**src/rtl/dht_pkg.sv**
```systemverilog
// Shared definitions for the DHT11 single-wire reader: FSM state codes,
// error codes, frame size and the frame checksum rule.
package dht_pkg;

    localparam logic [3:0] ST_IDLE      = 4'd0;
    localparam logic [3:0] ST_START_LOW = 4'd1;
    localparam logic [3:0] ST_WAIT_RESP = 4'd2;
    localparam logic [3:0] ST_RESP_LOW  = 4'd3;
    localparam logic [3:0] ST_RESP_HIGH = 4'd4;
    localparam logic [3:0] ST_BIT_LOW   = 4'd5;
    localparam logic [3:0] ST_BIT_HIGH  = 4'd6;
    localparam logic [3:0] ST_CHECK     = 4'd7;
    localparam logic [3:0] ST_ERROR     = 4'd8;

    localparam logic [1:0] ERR_NONE    = 2'b00;
    localparam logic [1:0] ERR_NORESP  = 2'b01;
    localparam logic [1:0] ERR_TIMEOUT = 2'b10;
    localparam logic [1:0] ERR_CHKSUM  = 2'b11;

    localparam int DATA_BITS = 40;

    // Frame layout MSB first: hum_int, hum_dec, temp_int, temp_dec, checksum.
    function automatic logic checksum_ok(input logic [DATA_BITS-1:0] frame);
        logic [7:0] sum;
        sum = frame[39:32] + frame[31:24] + frame[23:16] + frame[15:8];
        return sum == frame[7:0];
    endfunction

endpackage

```
**src/rtl/dht_sync_edge.sv**
```systemverilog
// Two-flop synchronizer for the DHT pad plus edge detection on the
// synchronized level. Resets to 1, the idle pull-up level, so no edge is
// reported coming out of reset.
module dht_sync_edge (
    input  logic slow_clk,
    input  logic rst_n,
    input  logic din,
    output logic level,
    output logic rise,
    output logic fall
);

    logic meta;
    logic sync;
    logic prev;

    // Synchronizer chain followed by a one-cycle history flop for edges.
    always_ff @(posedge slow_clk or negedge rst_n) begin
        if (!rst_n) begin
            meta <= 1'b1;
            sync <= 1'b1;
            prev <= 1'b1;
        end else begin
            meta <= din;
            sync <= meta;
            prev <= sync;
        end
    end

    assign level = sync;
    assign rise  = sync & ~prev;
    assign fall  = ~sync & prev;

endmodule

```
**src/rtl/dht11_reader.sv**
```systemverilog
// DHT11 single-wire master: issues the host start pulse, follows the sensor
// response, times 40 data bits, verifies the checksum and publishes the
// integer humidity and temperature bytes.
module dht11_reader
    import dht_pkg::*;
#(
    parameter int US_CYCLES      = 1,
    parameter int START_LOW_US   = 18000,
    parameter int TIMEOUT_US     = 200,
    parameter int BIT1_THRESH_US = 40
) (
    input  logic       slow_clk,
    input  logic       rst_n,
    input  logic       start,
    input  logic       dht_in,
    output logic       dht_oe,
    output logic       busy,
    output logic       data_valid,
    output logic [7:0] hum_int,
    output logic [7:0] temp_int,
    output logic       error,
    output logic [1:0] err_code
);

    localparam int START_CYC   = START_LOW_US * US_CYCLES;
    localparam int TIMEOUT_CYC = TIMEOUT_US * US_CYCLES;
    localparam int BIT1_CYC    = BIT1_THRESH_US * US_CYCLES;
    localparam int LONGEST     = (START_CYC > TIMEOUT_CYC) ? START_CYC : TIMEOUT_CYC;
    localparam int CNT_W       = $clog2(LONGEST + 2);
    localparam int IDX_W       = $clog2(DATA_BITS);

    localparam logic [CNT_W-1:0] START_END = CNT_W'(START_CYC - 1);
    localparam logic [CNT_W-1:0] TO_END    = CNT_W'(TIMEOUT_CYC);
    localparam logic [CNT_W-1:0] BIT1_TH   = CNT_W'(BIT1_CYC);
    // Right after release the synchronizer still shows our own start pulse
    // for two cycles; a low seen then is not the sensor answering.
    localparam logic [CNT_W-1:0] SYNC_BLANK = CNT_W'(2);
    localparam logic [IDX_W-1:0] LAST_IDX   = IDX_W'(DATA_BITS - 1);

    logic [3:0]           state;
    logic [3:0]           state_nx;
    logic [CNT_W-1:0]     cnt;
    logic [IDX_W-1:0]     bit_idx;
    logic [DATA_BITS-1:0] shreg;
    logic                 lvl;
    logic                 rise;
    logic                 fall;
    logic                 timeout;

    function automatic logic [CNT_W-1:0] sat_inc(input logic [CNT_W-1:0] v);
        return (v == {CNT_W{1'b1}}) ? v : v + 1'b1;
    endfunction

    dht_sync_edge u_sync (
        .slow_clk (slow_clk),
        .rst_n    (rst_n),
        .din      (dht_in),
        .level    (lvl),
        .rise     (rise),
        .fall     (fall)
    );

    assign timeout = (cnt == TO_END);

    // Next-state selection; a pad edge wins over a timeout in the same cycle.
    always_comb begin
        state_nx = state;
        case (state)
            ST_IDLE:      if (start) state_nx = ST_START_LOW;
            ST_START_LOW: if (cnt == START_END) state_nx = ST_WAIT_RESP;
            ST_WAIT_RESP: begin
                if (cnt >= SYNC_BLANK && !lvl) state_nx = ST_RESP_LOW;
                else if (timeout)             state_nx = ST_ERROR;
            end
            ST_RESP_LOW: begin
                if (rise)         state_nx = ST_RESP_HIGH;
                else if (timeout) state_nx = ST_ERROR;
            end
            ST_RESP_HIGH: begin
                if (fall)         state_nx = ST_BIT_LOW;
                else if (timeout) state_nx = ST_ERROR;
            end
            ST_BIT_LOW: begin
                if (rise)         state_nx = ST_BIT_HIGH;
                else if (timeout) state_nx = ST_ERROR;
            end
            ST_BIT_HIGH: begin
                if (fall)         state_nx = (bit_idx == LAST_IDX) ? ST_CHECK : ST_BIT_LOW;
                else if (timeout) state_nx = ST_ERROR;
            end
            ST_CHECK:     state_nx = checksum_ok(shreg) ? ST_IDLE : ST_ERROR;
            ST_ERROR:     state_nx = ST_IDLE;
            default:      state_nx = ST_IDLE;
        endcase
    end

    // State, phase counter, bit capture, result registers and error code.
    always_ff @(posedge slow_clk or negedge rst_n) begin
        if (!rst_n) begin
            state      <= ST_IDLE;
            cnt        <= '0;
            bit_idx    <= '0;
            shreg      <= '0;
            hum_int    <= 8'd0;
            temp_int   <= 8'd0;
            err_code   <= ERR_NONE;
            data_valid <= 1'b0;
        end else begin
            state      <= state_nx;
            cnt        <= (state_nx != state) ? '0 : sat_inc(cnt);
            data_valid <= 1'b0;
            case (state)
                ST_IDLE: if (start) err_code <= ERR_NONE;
                ST_WAIT_RESP: if (state_nx == ST_ERROR) err_code <= ERR_NORESP;
                ST_RESP_HIGH: begin
                    if (fall)                        bit_idx  <= '0;
                    else if (state_nx == ST_ERROR)   err_code <= ERR_TIMEOUT;
                end
                ST_RESP_LOW, ST_BIT_LOW: if (state_nx == ST_ERROR) err_code <= ERR_TIMEOUT;
                ST_BIT_HIGH: begin
                    if (fall) begin
                        // cnt trails the synchronized high time by one cycle,
                        // so cnt >= threshold means high time > threshold.
                        shreg   <= {shreg[DATA_BITS-2:0], (cnt >= BIT1_TH)};
                        bit_idx <= bit_idx + 1'b1;
                    end else if (state_nx == ST_ERROR) begin
                        err_code <= ERR_TIMEOUT;
                    end
                end
                ST_CHECK: begin
                    if (checksum_ok(shreg)) begin
                        hum_int    <= shreg[39:32];
                        temp_int   <= shreg[23:16];
                        data_valid <= 1'b1;
                    end else begin
                        err_code <= ERR_CHKSUM;
                    end
                end
                default: ;
            endcase
        end
    end

    // Decoded from the state register so an asynchronous reset releases the
    // pad and drops busy immediately.
    assign dht_oe = (state == ST_START_LOW);
    assign busy   = (state != ST_IDLE);
    assign error  = (state == ST_ERROR);

endmodule

```
**config.mk**
```make
export PLATFORM = sky130hd
export DESIGN_NAME = dht11_reader
export DESIGN_NICKNAME = d
export VERILOG_FILES = /design/src/rtl/dht_pkg.sv /design/src/rtl/dht_sync_edge.sv /design/src/rtl/dht11_reader.sv
export SDC_FILE = /design/constraint.sdc
export NUM_CORES = 1
export LEC_CHECK = 0
export CAP_MARGIN = 5
export CORE_ASPECT_RATIO = 1.75
export CORE_UTILIZATION = 64
export DETAILED_ROUTE_END_ITERATION = 7
export DONT_BUFFER_PORTS = 1
export GPL_TIMING_DRIVEN = 0
export PLACE_DENSITY = 0.8
export SLEW_MARGIN = 25
export SYNTH_ARGS = -nofsm -noshare
export SYNTH_HDL_FRONTEND = slang
export SYNTH_HIERARCHICAL = 1
export SYNTH_SLANG_ARGS = --single-unit
```
**constraint.sdc**
```tcl
create_clock -name slow_clk -period 4.5 [get_ports slow_clk]
set_input_delay 0.9 -clock slow_clk [delete_from_list [all_inputs] [get_ports slow_clk]]
set_output_delay 0.9 -clock slow_clk [all_outputs]
set_load 0.02 [all_outputs]
```
==> metrics <==
RSZ-0062 raised after global routing no; 1st-iter DRT viols 203; # IOs 26; Buf+Inv Stages, Crit Path 3; Post-DP Area 0.00475 sq mm; HPWL Detailed 6420 um; synth unique cells 61; family with the most delay on the worst path adder cells; Final ANT Viol Nets 0; grt ovf 0; CTS tree yes; number of global-route vias before repair 3157; CP max stage cell fa_1; outcome completed; Post-Syn Nets 432; CTS clk-pin slew, worst paths 0.06 ns; Yosys reg bits 87; area grow syn2layout 9.07%; Leak Pwr 2.45 nW; Starting Density 66.8%; stages on the worst setup path 12; Least-Margin Pin Slew 0.935 ns; post-route DRC violation count 0; Clock Tree Root clkbuf_16; initial antenna violation count 0; vias 3045; Crit path arrival time 4.41 ns; total negative setup slack 0 ns; final instance area 0.00507 sq mm; Clock Path Buffers 2; Detailed Route WL 8850 um; CORE AREA 0.00696 sq mm; Die X 66.4 um; clk_skew 0.00755 ns; relative max-transition margin 36.8%; share of cells above drive strength 1 19.3%; first-pass GRT wire length 15000 um; pwr/cell area 306 mW/mm^2; Syn Inst Count 403; Reg2Reg Setup Slack 0.33 ns; max incr delay on CP 0.53 ns; H-tree Lvls 3; # diodes 0; setup violators final 0; final core utilization 72.9%; ranking of synthesized cells by area dfrtp_1 45%, mux2_2 9.9%, fa_1 6.0%; DR vias/cell 6.04; Avg WL per Cell 17.6 um; CP Launch Type flop; Post-CTS Hold Buffers 0; Yosys top cell area share 45.2%; Worst R2R Path Depth 12; Hold Path Class primary input to async pin; DRT Pass-1 Iters 5; Yosys top cell by area dfrtp_1; mapped cell area 0.00465 sq mm; number of flops mapped to enable cells by yosys 0; async set-or-reset flop fraction in the synthesized netlist 100%; Main synth FF type dfrtp_1; Fin. Hold Viols 0; largest net degree at the start of global routing 88; sequential-to-total area share from yosys stat 46.9%; Port Buffers 0; GPL Wtd Cong 0.931; Setup Buffers After CTS 0; Die Y 115 um; # rows 40; Max Slew Vio Count 0; Crit Path Max Fanout 6; nets 444; MaxCap Viol Count 0; Clock Latency Late Sink 0.35 ns; FILL cells 466; syn_area_per_cell 11.5 sq um; worst path cell trace fa_1 -> inv_1 -> fa_1 -> inv_1 -> ha_1 -> fa_1 -> xor2_1 -> nor4_1 -> nand3_1 -> nor4_4 -> buf_4 -> mux2_2; Ys Warns 6; critical path type flop to flop; CP most frequent cell fa_1; peak supply drop 0.208 mV; clk sinks 87; Tcrit/Tclk final 92.8%; Max Clock Freq 240 MHz; Worst Setup End Kind flop; CTS buffer count 9; Die ar. 0.00762 sq mm; Total Routing Usage GR 27.0%; Tmin final 4.17 ns; Worst Path Required 4.73 ns; post-cts resize count 0; Power Total 0.00155 W
==> area by class of cell <==
type / count / area [sq um] / share of cell area, %
Buffer: 15 / 78.8 / 1.55
Clock buffer: 12 / 256 / 5.06
Clock inverter: 4 / 52.6 / 1.04
Inverter: 19 / 71.3 / 1.41
Multi-Input combinational cell: 282 / 2320 / 45.7
Sequential cell: 87 / 2180 / 43.0
Tap cell: 84 / 105 / 2.07
Timing Repair Buffer: 1 / 7.51 / 0.148
==> worst paths after layout <==
path	endpoint	startpoint
setup / recovery	temp_int[5]	shreg[17]
hold / removal	shreg[34]	rst_n
setup reg to reg	temp_int[5]	shreg[17]
hold reg to reg	u_sync/level	u_sync/meta
max in group asynchronous	u_sync/level	rst_n
min in group slow_clk	u_sync/level	u_sync/meta
==> kinds of logic after synthesis <==
| logic type | Yosys count | synth area share, % |
|---|---|---|
| AO/OA/AOI/OAI | 53 | 7.80 |
| multiplexers | 54 | 13.8 |
| adder cells (fa/ha/maj) | 25 | 8.99 |
| buffers and inverters | 34 | 3.23 |
| AND/OR/NAND/NOR | 124 | 13.7 |
| XOR/XNOR | 26 | 5.52 |
| flip-flops | 87 | 46.9 |
==> cell usage in the layout (no fill, tap or decap), types with 10 or more instances in the layout <==
| cell | n |
|---|---|
| fa_1 | 14 |
| nand2_1 | 30 |
| mux2_2 | 41 |
| nand3_1 | 13 |
| inv_1 | 19 |
| o21ai_0 | 18 |
| dfrtp_1 | 84 |
| nor3_1 | 11 |
| nor2_1 | 34 |
| ha_1 | 11 |
| mux2_4 | 10 |
| xnor2_1 | 17 |
==> flip-flops by register name, indices dropped and copies added (netlist names) <==
signal / count
shreg: 40
state: 4
data_valid: 1
u_sync/prev: 1
bit_idx: 6
u_sync/meta: 1
temp_int: 8
cnt: 15
hum_int: 8
err_code: 2
u_sync/level: 1
==> stage by stage <==
stage	worst slack, ns	instances	hold slack, ns
after floorplan	0.664	403	0.345
after global placement	0.119	487	0.346
after detailed placement	0.0849	487	0.349
after CTS	0.0391	503	0.238
after global routing	0.0810	504	0.239
final	0.325	504	0.247
==> worst reg2reg max path, cell delays in order (launching register included) <==
cell and delay, ns:
dfrtp_1 0.46, fa_1 0.53, inv_1 0.05, fa_1 0.51, inv_1 0.05, ha_1 0.23
fa_1 0.45, xor2_1 0.17, nor4_1 0.44, nand3_1 0.20, nor4_4 0.39, buf_4 0.23
mux2_2 0.35
==> layer usage <==
metal  track usage (%)  routed length [um]  up-vias
met4              14.6                 287        0
met3              4.27                 266       21
met5                 0                   0        -
met2              47.4                4960       66
met1              30.6                3340     1520
li1                  -                   -     1438
==> where the power goes <==
group	switching (W)	internal, W
logic	0.00000229	0.00000146
clock network	0.000302	0.000462
registers	0.000000700	0.000785
total	0.000305	0.00125
==> synth_stat cells (4+ instances only) <==
master	instances
xnor2_1	17
clkbuf_1	8
dfrtp_1	84
ha_1	11
o21ai_0	18
xor2_1	7
nor2_1	34
fa_1	14
a21oi_1	9
mux2_4	10
nand3_1	13
nor3_1	11
and3_1	5
nor4_1	4
mux2_2	41
inv_1	19
nand2_1	30
No activity file was read; power rests on OpenSTA's default activity.
